### src/rtl/dpram_arbiter.sv
// dpram_arbiter: round-robin A/B arbiter sharing a dual-port RAM (independent write and read ports).
// Define DPRAM_ARB_FWD_EN to forward same-cycle write data to a read of the same address.
module dpram_arbiter #(
  parameter int AW = 12,
  parameter int DW = 64
) (
  input  logic          clk,
  input  logic          rst,
  input  logic          a_valid,
  output logic          a_ready,
  input  logic          a_we,
  input  logic [AW-1:0] a_addr,
  input  logic [DW-1:0] a_wdata,
  output logic          a_rvalid,
  output logic [DW-1:0] a_rdata,
  input  logic          b_valid,
  output logic          b_ready,
  input  logic          b_we,
  input  logic [AW-1:0] b_addr,
  input  logic [DW-1:0] b_wdata,
  output logic          b_rvalid,
  output logic [DW-1:0] b_rdata,
  output logic          ram_wr,
  output logic          ram_rd,
  output logic [AW-1:0] ram_wr_add,
  output logic [AW-1:0] ram_rd_add,
  output logic [DW-1:0] ram_in,
  input  logic [DW-1:0] ram_out
);
  logic          wr_ptr_q, wr_ptr_d, rd_ptr_q, rd_ptr_d;
  logic          a_wg, b_wg, a_rg, b_rg;
  logic          ram_wr_q, ram_rd_q, own1_q, rv2_q, own2_q;
  logic [AW-1:0] ram_wr_add_q, ram_rd_add_q;
  logic [DW-1:0] ram_in_q, rd_data;
  // A pointer value of 1 hands a tie to B; the loser of a grant is always favoured next
  always_comb begin
    a_wg     = !rst && a_valid && a_we && !(b_valid && b_we && wr_ptr_q);
    b_wg     = !rst && b_valid && b_we && !(a_valid && a_we && !wr_ptr_q);
    a_rg     = !rst && a_valid && !a_we && !(b_valid && !b_we && rd_ptr_q);
    b_rg     = !rst && b_valid && !b_we && !(a_valid && !a_we && !rd_ptr_q);
    wr_ptr_d = a_wg ? 1'b1 : b_wg ? 1'b0 : wr_ptr_q;
    rd_ptr_d = a_rg ? 1'b1 : b_rg ? 1'b0 : rd_ptr_q;
  end
  assign a_ready = a_wg || a_rg;
  assign b_ready = b_wg || b_rg;
  always_ff @(posedge clk or posedge rst) begin
    if (rst) begin
      wr_ptr_q     <= 1'b0;
      rd_ptr_q     <= 1'b0;
      ram_wr_q     <= 1'b0;
      ram_rd_q     <= 1'b0;
      ram_wr_add_q <= '0;
      ram_rd_add_q <= '0;
      ram_in_q     <= '0;
      own1_q       <= 1'b0;
      rv2_q        <= 1'b0;
      own2_q       <= 1'b0;
    end else begin
      wr_ptr_q <= wr_ptr_d;
      rd_ptr_q <= rd_ptr_d;
      ram_wr_q <= a_wg || b_wg;
      ram_rd_q <= a_rg || b_rg;
      if (a_wg || b_wg) begin
        ram_wr_add_q <= a_wg ? a_addr : b_addr;
        ram_in_q     <= a_wg ? a_wdata : b_wdata;
      end
      if (a_rg || b_rg) begin
        ram_rd_add_q <= a_rg ? a_addr : b_addr;
        own1_q       <= b_rg;
      end
      rv2_q  <= ram_rd_q;
      own2_q <= own1_q;
    end
  end
`ifdef DPRAM_ARB_FWD_EN
  logic          fwd_q;
  logic [DW-1:0] fwd_data_q;
  always_ff @(posedge clk or posedge rst) begin
    if (rst) begin
      fwd_q      <= 1'b0;
      fwd_data_q <= '0;
    end else begin
      fwd_q      <= ram_wr_q && ram_rd_q && (ram_wr_add_q == ram_rd_add_q);
      fwd_data_q <= ram_in_q;
    end
  end
  assign rd_data = fwd_q ? fwd_data_q : ram_out;
`else
  assign rd_data = ram_out;
`endif
  assign ram_wr     = ram_wr_q;
  assign ram_rd     = ram_rd_q;
  assign ram_wr_add = ram_wr_add_q;
  assign ram_rd_add = ram_rd_add_q;
  assign ram_in     = ram_in_q;
  assign a_rvalid   = rv2_q && !own2_q;
  assign b_rvalid   = rv2_q && own2_q;
  assign a_rdata    = a_rvalid ? rd_data : '0;
  assign b_rdata    = b_rvalid ? rd_data : '0;
endmodule

### config.mk
export PLATFORM = sky130hd
export DESIGN_NAME = dpram_arbiter
export DESIGN_NICKNAME = d
export VERILOG_FILES = /design/src/rtl/dpram_arbiter.sv
export SDC_FILE = /design/constraint.sdc
export NUM_CORES = 1
export LEC_CHECK = 0
export CAP_MARGIN = 20
export CORE_AREA = 2 2 171 173
export DETAILED_ROUTE_END_ITERATION = 7
export DIE_AREA = 0 0 173 175
export PLACE_DENSITY = 0.6
export SLEW_MARGIN = 10
export SYNTH_ARGS = -nofsm -noshare
export SYNTH_HDL_FRONTEND = slang
export SYNTH_SLANG_ARGS = --single-unit
### constraint.sdc
create_clock -name clk -period 7.3 [get_ports clk]
set_clock_uncertainty 0.2 [all_clocks]
set_input_delay 1.825 -clock clk [delete_from_list [all_inputs] [get_ports clk]]
set_output_delay 1.825 -clock clk [all_outputs]
set_load 0.01 [all_outputs]
==> flow_metrics.env <==
export IMPL_synthArstFlopShare_pct=100.0
export IMPL_htreeDepth=3
export IMPL_ys_flop_type="dfrtp_1"
export IMPL_die_area_um2=30280
export IMPL_finalWirelength_um=32330
export IMPL_root_buffer="clkbuf_16"
export IMPL_post_drt_wl_per_cell_um=23.36
export IMPL_numCtsBuffers=9
export IMPL_grt_max_degree=78
export IMPL_slew_headroom_pct=27.46
export IMPL_synth_top_cell_area_share_pct=40.32
export IMPL_antenna_found_initial=11
export IMPL_final_common_cell="clkdlybuf4s50_1"
export IMPL_io_buffers=443
export IMPL_slew_viol_final=0
export IMPL_place_area_um2=10480
export IMPL_arrival_ns=4.27
export IMPL_synth_area_per_cell_um2=9.540
export IMPL_crit_type="input port to primary output"
export IMPL_die_w_um=173
export IMPL_cts_hold_buf=0
export IMPL_io_pins=444
export IMPL_finalSetupViolations=0
export IMPL_stdcell_area_um2=10780
export IMPL_yosysUniqueCellTypes=31
export IMPL_tightest_slew_ns=1.086
export IMPL_grt_pass1_wl_um=46180
export IMPL_rows=62
export IMPL_globalRouteTotalUtil_pct=20.26
export IMPL_dp_hpwl_um=23830
export IMPL_fp_coreArea_um2=28390
export IMPL_grt_overflow_total=0
export IMPL_finalHoldViolCount=0
export IMPL_leakage_nw=4.097
export IMPL_first_pass_iters=5
export IMPL_crit_required_ns=5.28
export IMPL_synthesis_nets=840
export IMPL_clk_latency_ns=0.35
export IMPL_synth_area_leaders="dfrtp_1 (40%), a2bb2oi_1 (13%), a311oi_1 (11%)"
export IMPL_num_vias=7014
export IMPL_num_nets_final=1213
export IMPL_finalWeightedCongestion=0.8772
export IMPL_area_growth_pct=82.79
export IMPL_powerDensity_nw_per_um2=174.8
export IMPL_synth_cells=618
export IMPL_ant_nets=0
export IMPL_routed_via_density=5.068
export IMPL_nFillCells=2875
export IMPL_cts_sinks=95
export IMPL_end_kind="primary output"
export IMPL_fin_setup_tns_ns=0
export IMPL_drive_gt1_share_pct=3.614
export IMPL_period_minus_slack_ns=6.299
export IMPL_fin_util_pct=37.96
export IMPL_yosysWarningCount=0
export IMPL_drv_cap=0
export IMPL_holdWs_ns=0.1890
export IMPL_drtIter0Drc=489
export IMPL_cts_repair_resized=0
export IMPL_cp_max_fo=19
export IMPL_cts_setup_buffers=0
export IMPL_cts_tree="done"
export IMPL_rsz0062_at_grt="no"
export IMPL_status="completed"
export IMPL_synth_seq_cells=95
export IMPL_hold_path_class="register to register"
export IMPL_synth_edf_count=0
export IMPL_chipHeight_um=175
export IMPL_grt_pass1_vias=6870
export IMPL_finalCritPeriodShare_pct=86.29
export IMPL_max_freq_ghz=0.1588
export IMPL_syn_cell_area_um2=5896
export IMPL_peakVddDrop_v=0.00009167
export IMPL_ctsLongestPathBuffers=2
export IMPL_path_clk_slew_ns=0.07
export IMPL_multiInputGateArea_um2=3102
export IMPL_mostFrequentLayoutCells="clkdlybuf4s50_1 (442), dfrtp_1 (95), a2bb2oi_1 (88)"
export IMPL_start_kind="input port"
export IMPL_ys_seq_area_share_pct=40.32
export IMPL_regArea_um2=2377
export IMPL_drc=0
export IMPL_synth_largest_area_cell="dfrtp_1"
export IMPL_initial_utilization_pct=20.77
## final timing paths
| path | depth (start not counted) | slack (ns) | end | start |
|---|---|---|---|---|
| max | 4 | 1.00 | a_ready | a_we |
| min | 0 | 0.19 | rv2_q | ram_rd |
| max reg2reg | 4 | 4.89 | ram_in[39] | wr_ptr_q |
| min reg2reg | 0 | 0.19 | rv2_q | ram_rd |
| max in group asynchronous | 3 | 4.17 | own2_q | rst |
| min in group asynchronous | 2 | 1.51 | ram_wr_add[0] | rst |
## cell usage after synthesis, drive strengths merged (2+ instances only)
library cell	instances
dfrtp	95
and3b	2
and3	66
nor2	2
clkbuf	57
nor4bb	12
nand2b	2
a311oi	76
a221oi	12
nand3b	2
buf	35
a2bb2oi	88
o21ai	93
and2	66
## critical path, stage by stage
cell and delay [ns]:
clkdlybuf4s50_1 0.78, or3b_1 0.73, o22ai_1 0.33, clkdlybuf4s50_1 0.60
## state kept, by name (all words and copies together), names as in the netlist
signal      cells
ram_in         64
own2_q          1
ram_rd          1
own1_q          1
ram_wr          1
rv2_q           1
rd_ptr_q        1
ram_rd_add     12
ram_wr_add     12
wr_ptr_q        1
## per-layer routing
metal / vias to the layer above / share of wire (%) / track usage (%)
met1: 3448 / 38 / 22.34
met3: 43 / 5.9 / 4.047
met2: 339 / 54 / 38.38
li1: 3182 / - / -
met5: - / 0.040 / 0
met4: 2 / 2.3 / 7.203
## per-stage QoR
| step | power [mW] | setup WS (ns) | std cells |
|---|---|---|---|
| floorplan | 0.9686 | 0.6714 | 618 |
| global placement | 1.413 | 1.048 | 1364 |
| detailed placement | 1.413 | 1.007 | 1364 |
| CTS | 1.903 | 1.010 | 1380 |
| global route | 1.975 | 0.8811 | 1384 |
| finish | 1.884 | 1.001 | 1384 |
## layout make-up
| type | instances | area share (%) |
|---|---|---|
| clock inverters | 7 | 0.5689 |
| multi-input cells | 430 | 28.78 |
| well taps | 384 | 4.458 |
| inverters | 1 | 0.05805 |
| clock buffers | 9 | 2.090 |
| repair buffers | 454 | 41.89 |
| diodes | 4 | 0.09288 |
| flip-flops and latches | 95 | 22.06 |
## logic make-up after synthesis
group,synth area share [%]
compound gates,34.80
buf+inv,7.321
flops,40.32
simple gates,17.55
## power breakdown
| group | switching, mW | leakage [nW] | total, mW | internal [mW] |
|---|---|---|---|---|
| clock | 0.241 | 0.135 | 0.480 | 0.239 |
| combinational | 0.314 | 2.91 | 0.731 | 0.417 |
| sequential | 0.0564 | 1.05 | 0.673 | 0.616 |
(Power assumes the default switching activity.)
